### src/rtl/updown_counter.sv
// updown_counter
//
// Modulo-MODULUS up/down counter with an optional clock prescaler, parallel load and
// registered tick / terminal-count pulses. Everything is clocked on the rising edge of
// CLOCK_50; Resetn is sampled synchronously.
//
// Configuration macro:
//   UPDOWN_COUNTER_PRESCALE_EN  defined   -> a prescaler divides CLOCK_50 by PRESCALE, and
//                                            one count tick happens every PRESCALE enabled
//                                            cycles.
//                               undefined -> no prescaler is built, PRESCALE is ignored, and
//                                            every enabled cycle is a tick.
//
// Parameters:
//   WIDTH     count register width in bits
//   MODULUS   count range 0..MODULUS-1 (2 <= MODULUS <= 2**WIDTH)
//   PRESCALE  CLOCK_50 cycles per count tick (>= 1)
//   WRAP      1 = wrap at the range ends, 0 = saturate
//
// Ports:
//   CLOCK_50  in   clock
//   Resetn    in   synchronous active-low reset; clears Q, prescaler, Tick and TC
//   En        in   count enable; the prescaler holds while low
//   Up        in   direction, sampled only on tick edges (1 = up, 0 = down)
//   Load      in   parallel load of D (clamped to MODULUS-1); beats a coincident tick
//   D         in   load value
//   Q         out  registered count
//   Tick      out  one-cycle pulse following each tick edge
//   TC        out  one-cycle pulse following a tick edge that found Q at the terminal value
//                  for the sampled direction
module updown_counter #(
   parameter int unsigned WIDTH    = 10,
   parameter int unsigned MODULUS  = 1024,
   parameter int unsigned PRESCALE = 50000000,
   parameter int unsigned WRAP     = 1
) (
   input  logic             CLOCK_50,
   input  logic             Resetn,
   input  logic             En,
   input  logic             Up,
   input  logic             Load,
   input  logic [WIDTH-1:0] D,
   output logic [WIDTH-1:0] Q,
   output logic             Tick,
   output logic             TC
);

   // Elaboration-time legality checks on the parameter set.
   if (MODULUS < 2) begin : g_bad_modulus_low
      $error("updown_counter: MODULUS must be at least 2");
   end
   if ((WIDTH < 32) && (MODULUS > (32'd1 << WIDTH))) begin : g_bad_modulus_high
      $error("updown_counter: MODULUS must not exceed 2**WIDTH");
   end
   if (PRESCALE < 1) begin : g_bad_prescale
      $error("updown_counter: PRESCALE must be at least 1");
   end

   localparam logic [WIDTH-1:0] MaxQ = WIDTH'(MODULUS - 1);

   logic [WIDTH-1:0] q_q, q_d;
   logic             tick_q, tick_d;
   logic             tc_q, tc_d;
   logic             tick_en;
   logic             at_term;
   logic [WIDTH-1:0] load_val;

   // ---------------------------------------------------------------------------------------
   // Tick generation
   // ---------------------------------------------------------------------------------------
`ifdef UPDOWN_COUNTER_PRESCALE_EN
   localparam int unsigned PreW    = (PRESCALE > 1) ? $clog2(PRESCALE) : 1;
   localparam logic [PreW-1:0] PreLast = PreW'(PRESCALE - 1);

   logic [PreW-1:0] pre_q, pre_d;

   // The prescaler restarts on load so the first tick after a load is a full interval away.
   always_comb begin
      pre_d   = pre_q;
      tick_en = 1'b0;
      if (Load) begin
         pre_d = '0;
      end else if (En) begin
         if (pre_q == PreLast) begin
            pre_d   = '0;
            tick_en = 1'b1;
         end else begin
            pre_d = pre_q + PreW'(1);
         end
      end
   end

   always_ff @(posedge CLOCK_50) begin
      if (!Resetn) begin
         pre_q <= '0;
      end else begin
         pre_q <= pre_d;
      end
   end
`else
   assign tick_en = En & ~Load;
`endif

   // ---------------------------------------------------------------------------------------
   // Count register and output pulses
   // ---------------------------------------------------------------------------------------
   // Out-of-range loads clamp to the top of the range.
   always_comb begin
      if (32'(D) >= MODULUS) begin
         load_val = MaxQ;
      end else begin
         load_val = D;
      end
   end

   assign at_term = Up ? (q_q == MaxQ) : (q_q == '0);

   always_comb begin
      q_d    = q_q;
      tick_d = 1'b0;
      tc_d   = 1'b0;
      if (Load) begin
         q_d = load_val;
      end else if (tick_en) begin
         tick_d = 1'b1;
         tc_d   = at_term;
         if (at_term) begin
            // Saturating mode leaves Q where it is.
            if (WRAP != 0) begin
               q_d = Up ? '0 : MaxQ;
            end
         end else begin
            q_d = Up ? (q_q + WIDTH'(1)) : (q_q - WIDTH'(1));
         end
      end
   end

   always_ff @(posedge CLOCK_50) begin
      if (!Resetn) begin
         q_q    <= '0;
         tick_q <= 1'b0;
         tc_q   <= 1'b0;
      end else begin
         q_q    <= q_d;
         tick_q <= tick_d;
         tc_q   <= tc_d;
      end
   end

   assign Q    = q_q;
   assign Tick = tick_q;
   assign TC   = tc_q;

endmodule

### config.mk
export PLATFORM = sky130hd
export DESIGN_NAME = updown_counter
export DESIGN_NICKNAME = d
export VERILOG_FILES = /design/src/rtl/updown_counter.sv
export SDC_FILE = /design/constraint.sdc
export NUM_CORES = 1
export LEC_CHECK = 0
export BUFFER_PORTS_ARGS = -buffer_cell sky130_fd_sc_hd__buf_2
export CORE_ASPECT_RATIO = 1.75
export CORE_MARGIN = 5
export CORE_UTILIZATION = 45
export CTS_CLUSTER_SIZE = 30
export DETAILED_ROUTE_END_ITERATION = 16
export PLACE_DENSITY = 0.76
export RECOVER_POWER = 100
export SYNTH_ARGS = -nofsm -noshare
export SYNTH_HDL_FRONTEND = slang
export SYNTH_SLANG_ARGS = --single-unit
### constraint.sdc
create_clock -name CLOCK_50 -period 2.8 [get_ports CLOCK_50]
set_input_delay 0.14 -clock CLOCK_50 [delete_from_list [all_inputs] [get_ports CLOCK_50]]
set_output_delay 0.14 -clock CLOCK_50 [all_outputs]
set_load 0.02 [all_outputs]
==> metrics, run 1 <==
Post-Route Setup TNS=0 ns; Sinks on Clock Net=12; antenna violation net count after detailed routing=0; Post-Synthesis Net Count=150; number of buffers inserted by hold repair at cts=0; Placement Setup Slack=0.782 ns; routed via count=1,117; number of flops mapped to enable cells by yosys=0; Final Slew Violations=0; multiplexer share of the synthesized area=0%; remaining routing DRC violations=0; P_leak=0.000530 uW; adder-cell share of the synthesized area=11.7%; pwr dens=545 nW/um^2; max_cap viols=0; post-synthesis share of cell area spent on xor and xnor gates=5.12%; Ys Warns=0; top achievable clock speed=461 MHz; Top Ports=27; wire length per cell=17.1 um; worst hold path class=in2reg; Crit-path slowest cell=sky130_fd_sc_hd__nor3_1; proportion of register bits with asynchronous set or reset after synthesis=0%; result of the run=completed; Yosys cell types=46; net count of the finished layout=177; number of global-route vias before repair=1,086; horizontal extent of the die=46.1 um; required time worst endpoint=2.94 ns; number of clock buffers inserted by TritonCTS=3; number of buffers inserted by post-CTS setup repair=0; cell-by-cell trace of the critical path=nand4_1, nor3_1, o21ai_0, a22oi_1, nor2b_1; ant diodes=0; total standard cell area after synthesis=1030 um^2; terminating pin of the worst hold path=Q[0]$_SDFFE_PN0P_; area of the die=3380 um^2; delay of the slowest cell on the worst path=0.96 ns; H-tree lvl count=1; sort of element at the end of the critical path=flip-flop; clock edge transition at the registers on the reported setup and hold paths=0.05 ns; total routing resource utilization after global routing=20.2%; total global routing overflow=0; sequential cell area fraction in the yosys report=23.4%; Worst R2R Path Depth=5; type of the setup path with the least slack=reg2reg; initial antenna violation count=0; clock insertion delay at the later pin of the skew report=0.24 ns; Fin Clk Skew=0.00265 ns; flops & latches, synth=12; peak supply drop=0.276 mV; combinational family with the most area after synthesis=compound AO/OA/AOI/OAI gates; Hold Crit Start=D[0]; CP Max Fanout=10; synthesized-area fraction occupied by ao, oa, aoi and oai cells=30.9%; Worst EP arrival=2.31 ns; slew at the pin closest to its max-slew limit=1.17 ns; buffer levels on the longest clock path=2; starting density of the core=45.8%; share of synthesized cell area in and, or, nand and nor gates=25.0%; Tcrit/Tclk final=77.6%; synthesized area per cell=8.15 um^2; r2r setup slk=0.63 ns; main flop type after synthesis=sky130_fd_sc_hd__dfxtp_1; headroom to the max-slew limit=21.6%; row cnt=23; number of instances in the placed design=173; number of iterations in the first detailed-routing pass=4; pin count of the biggest net entering global routing=15; fraction of layout instances using a drive strength above 1=16.4%; cell depth of the worst min-delay path=2; initial DRC count=65; Mapped Cells=126; post-layout min period=2.17 ns; Cell Count, Final, Fillers Out=177; launching point of the worst reg2reg path=Q[0]$_SDFFE_PN0P_; wire length of the first global-routing pass=5040 um; crit start category=flip-flop; last weighted congestion value of the routability-driven placer=0.899; post-route setup slack=0.628 ns; Final Hold Violating Endpoints=0; CTS Root Buffer Type=sky130_fd_sc_hd__clkbuf_8; vias per cell=6.31; port buffer count=26; most frequent cells in the layout=sky130_fd_sc_hd__buf_2 (13), sky130_fd_sc_hd__clkbuf_1 (13), sky130_fd_sc_hd__dfxtp_1 (12), sky130_fd_sc_hd__a21oi_1 (10), sky130_fd_sc_hd__nand2_1 (9); CORE AREA=2240 um^2; Routed Wire Length=3030 um; setup repair after global routing missed its margin=no; post-cts gate resize count=0; final count of negative-setup-slack endpoints=0; chip height=73.2 um; R2R Path End=Q[2]$_SDFFE_PN0P_; TritonCTS clock tree=yes; HPWL after detailed placement=2290 um; area growth from synthesis to final layout=16.7%
report_power, final:
part | switching, uW | leakage (uW) | internal (uW)
combinational | 141 | 0.000402 | 98.6
sequential | 29.2 | 0.0000998 | 189
clock | 70.3 | 0.0000288 | 125
routing by layer:
| layer | vias to the layer above | global-route usage, % | part of all wire (%) |
|---|---|---|---|
| met5 | - | 0 | 0 |
| met4 | 0 | 12.3 | 4.8 |
| met3 | 17 | 1.98 | 6.6 |
| met2 | 63 | 34.2 | 53 |
| met1 | 506 | 23.1 | 35 |
| li1 | 531 | - | - |
kinds of logic (layout without fill, tap and decap cells):
| logic type | Yosys count | in the layout |
|---|---|---|
| AO/OA/AOI/OAI | 46 | 46 |
| XOR/XNOR | 6 | 6 |
| adder cells (fa/ha/maj) | 9 | 9 |
| buffers and inverters | 10 | 36 |
| flip-flops | 12 | 12 |
| AND/OR/NAND/NOR | 43 | 43 |
synth_stat cells, types with 2 or more instances:
| cell type | count | area share [%] |
|---|---|---|
| sky130_fd_sc_hd__dfxtp_1 | 12 | 23 |
| sky130_fd_sc_hd__o21a_1 | 2 | 1.5 |
| sky130_fd_sc_hd__buf_2 | 2 | 0.97 |
| sky130_fd_sc_hd__a21o_1 | 4 | 2.9 |
| sky130_fd_sc_hd__nand2_1 | 9 | 3.3 |
| sky130_fd_sc_hd__o21ai_0 | 7 | 3.4 |
| sky130_fd_sc_hd__nor2_1 | 7 | 2.6 |
| sky130_fd_sc_hd__or3_1 | 4 | 2.4 |
| sky130_fd_sc_hd__o22ai_1 | 2 | 1.2 |
| sky130_fd_sc_hd__clkbuf_1 | 2 | 0.73 |
| sky130_fd_sc_hd__nand3_1 | 4 | 1.9 |
| sky130_fd_sc_hd__a22oi_1 | 2 | 1.5 |
| sky130_fd_sc_hd__o211ai_1 | 3 | 2.2 |
| sky130_fd_sc_hd__ha_1 | 8 | 9.7 |
| sky130_fd_sc_hd__nor4_2 | 2 | 2.4 |
| sky130_fd_sc_hd__nand4_1 | 3 | 1.8 |
| sky130_fd_sc_hd__o211a_1 | 2 | 1.9 |
| sky130_fd_sc_hd__inv_1 | 6 | 2.2 |
| sky130_fd_sc_hd__a31oi_1 | 4 | 2.4 |
| sky130_fd_sc_hd__xor2_1 | 4 | 3.4 |
| sky130_fd_sc_hd__a21oi_1 | 10 | 4.9 |
| sky130_fd_sc_hd__xnor2_1 | 2 | 1.7 |
| sky130_fd_sc_hd__nor2b_1 | 2 | 1.2 |
flip-flops by register name (all words and copies together), names as in the netlist:
signal  flops
TC          1
Tick        1
Q          10
metrics by stage:
step	instance area [um^2]	hold slack, ns	util, %	power (uW)
after floorplan	1030	0.278	-	393
after global placement	1170	0.369	52.2	452
after detailed placement	1170	0.372	52.2	462
after CTS	1230	0.123	54.6	655
after global routing	1200	0.122	53.4	688
final	1200	0.120	53.4	653
how the worst max path moves through the flow:
| stage | start | end | slack, ns | cells after the start |
|---|---|---|---|---|
| after CTS | Q[0]$_SDFFE_PN0P_ | Q[8]$_SDFFE_PN0P_ | 0.75 | 7 |
| after global routing | Q[0]$_SDFFE_PN0P_ | Q[2]$_SDFFE_PN0P_ | 0.50 | 5 |
| after floorplan | Q[0]$_SDFFE_PN0P_ | Q[8]$_SDFFE_PN0P_ | 0.78 | 7 |
| after detailed placement | Q[0]$_SDFFE_PN0P_ | Q[8]$_SDFFE_PN0P_ | 0.78 | 7 |
| final | Q[0]$_SDFFE_PN0P_ | Q[2]$_SDFFE_PN0P_ | 0.63 | 5 |
| after global placement | Q[0]$_SDFFE_PN0P_ | Q[8]$_SDFFE_PN0P_ | 0.88 | 7 |
final cells by class:
class	count	area, um^2
flip-flops and latches	12	240
fillers	233	1050
multi-input cells	104	736
inverters	6	22.5
clock buffers	4	55.1
well taps	25	31.3
repair buffers	26	114
worst max-delay path, delay by kind of cell (launching register included):
family	cells	cell delay, ns
simple gates	3	1.18
compound gates	2	0.40
flops	1	0.47
Power figures use the tool's default switching activity.
==> run 2, diff against run 1 <==
==> constraint.sdc (replaced) <==
create_clock -name CLOCK_50 -period 2.2 [get_ports CLOCK_50]
set_input_delay 0.11 -clock CLOCK_50 [delete_from_list [all_inputs] [get_ports CLOCK_50]]
set_output_delay 0.11 -clock CLOCK_50 [all_outputs]
set_load 0.02 [all_outputs]
==> run 2 against run 1 <==
  * Design area rose by 0.73%
  * Power rose by 27%
  * Hold slack got worse by 0.0069 ns
  * Clock-buffer cell count did not move
  * Sequential share of layout area barely moved
  * Setup slack got worse by 0.46 ns
  * Global-route usage fell by 1.7 points
  * Clock skew fell by 0.0019 ns
  * Core utilization rose by 0.39 points
==> metrics, run 2 (synthesized netlist as in run 1, its figures left out) <==
most frequent cells in the layout=sky130_fd_sc_hd__buf_2 (13), sky130_fd_sc_hd__clkbuf_1 (13), sky130_fd_sc_hd__dfxtp_1 (11), sky130_fd_sc_hd__a21oi_1 (10), sky130_fd_sc_hd__nand2_1 (9); delay of the slowest cell on the worst path=0.49 ns; number of buffers inserted by post-CTS setup repair=0; Worst EP arrival=2.17 ns; horizontal extent of the die=46.1 um; H-tree lvl count=1; antenna violation net count after detailed routing=0; Hold Crit Start=D[0]; number of flip-flops in the largest register=10; Final Slew Violations=0; ant diodes=0; Worst R2R Path Depth=6; fraction of layout instances using a drive strength above 1=17.1%; setup repair after global routing missed its margin=no; type of the setup path with the least slack=reg2reg; wire length of the first global-routing pass=4760 um; number of buffers inserted by hold repair at cts=0; total routing resource utilization after global routing=18.6%; Sinks on Clock Net=12; initial antenna violation count=0; clock insertion delay at the later pin of the skew report=0.25 ns; cell depth of the worst min-delay path=2; max_cap viols=0; peak supply drop=0.357 mV; pin count of the biggest net entering global routing=15; R2R Path End=Q[9]$_SDFFE_PN0P_; row cnt=23; port buffer count=26; Tcrit/Tclk final=92.3%; number of global-route vias before repair=1,107; r2r setup slk=0.17 ns; slew at the pin closest to its max-slew limit=0.584 ns; vias per cell=6.30; post-route setup slack=0.169 ns; crit start category=flip-flop; worst hold slack=0.113 ns; CP Max Fanout=5; number of iterations in the first detailed-routing pass=5; last weighted congestion value of the routability-driven placer=0.882; number of instances in the placed design=173; final count of negative-setup-slack endpoints=0; routed via count=1,115; terminating pin of the worst hold path=Q[0]$_SDFFE_PN0P_; P_leak=0.000546 uW; Top Ports=27; Fin Clk Skew=0.000776 ns; required time worst endpoint=2.34 ns; TritonCTS clock tree=yes; post-layout min period=2.03 ns; Post-Route Setup TNS=0 ns; Routed Wire Length=2900 um; area growth from synthesis to final layout=17.5%; number of gates on the worst path with buffers counted=6; total global routing overflow=0; net count of the finished layout=177; remaining routing DRC violations=0; pwr dens=686 nW/um^2; Cell Count, Final, Fillers Out=177; initial DRC count=82; launching point of the worst reg2reg path=Q[2]$_SDFFE_PN0P_; WP buf/inv=0; result of the run=completed; worst hold path class=in2reg; Crit-path slowest cell=sky130_fd_sc_hd__a21boi_0; wire length per cell=16.4 um; CTS Root Buffer Type=sky130_fd_sc_hd__clkbuf_8; headroom to the max-slew limit=60.7%; chip height=73.2 um; Placement Setup Slack=0.209 ns; top achievable clock speed=492 MHz; area of the die=3380 um^2; buffer levels on the longest clock path=2; CORE AREA=2240 um^2; sort of element at the end of the critical path=flip-flop; number of clock buffers inserted by TritonCTS=3; clock edge transition at the registers on the reported setup and hold paths=0.06 ns; Final Hold Violating Endpoints=0; starting density of the core=45.8%; HPWL after detailed placement=2230 um; cell-by-cell trace of the critical path=ha_1, nand3_1, a21boi_0, o211ai_2, a21o_1, a31o_2; total power of the final layout=828 uW; Worst path top cell family by delay=compound AO/OA/AOI/OAI gates
-- run 2: layer usage --
metal	up-vias	share of wire [%]	GRT usage [%]
met3	13	5.9	1.23
li1	535	-	-
met1	522	37	20.3
met4	0	3.5	12.0
met2	45	54	32.2
met5	-	0	0
-- run 2: area by class of cell --
cell class	instances	area, um^2
Clock buffer	4	55.1
Fill cell	221	1040
Inverter	6	22.5
Multi-Input combinational cell	104	743
Sequential cell	12	241
Tap cell	25	31.3
Timing Repair Buffer	26	114
-- run 2: timing repair --
item                                    4_1_cts  5_1_grt
endpoints found under the setup margin        0        1
resized for setup                             0        1
endpoints found under the hold margin         0        0
-- run 2: worst max-delay path by stage --
stage,endpoint,startpoint
6_report,Q[9]$_SDFFE_PN0P_,Q[2]$_SDFFE_PN0P_
2_1_floorplan,Q[8]$_SDFFE_PN0P_,Q[0]$_SDFFE_PN0P_
4_1_cts,Q[8]$_SDFFE_PN0P_,Q[0]$_SDFFE_PN0P_
3_3_place_gp,Q[8]$_SDFFE_PN0P_,Q[0]$_SDFFE_PN0P_
3_5_place_dp,Q[8]$_SDFFE_PN0P_,Q[0]$_SDFFE_PN0P_
5_1_grt,Q[7]$_SDFFE_PN0P_,Q[2]$_SDFFE_PN0P_
-- run 2: per-stage QoR --
stage	util, %	area [um^2]
floorplan	-	1030
global placement	52.2	1170
detailed placement	52.2	1170
CTS	54.6	1230
global route	53.8	1210
finish	53.8	1210
-- run 2: where the power goes --
group / leakage, uW / total [uW] / switching, uW / internal [uW]
Sequential: 0.000100 / 277 / 36.3 / 241
Clock: 0.0000288 / 252 / 92.9 / 159
Combinational: 0.000417 / 299 / 176 / 124
Total: 0.000546 / 828 / 305 / 523
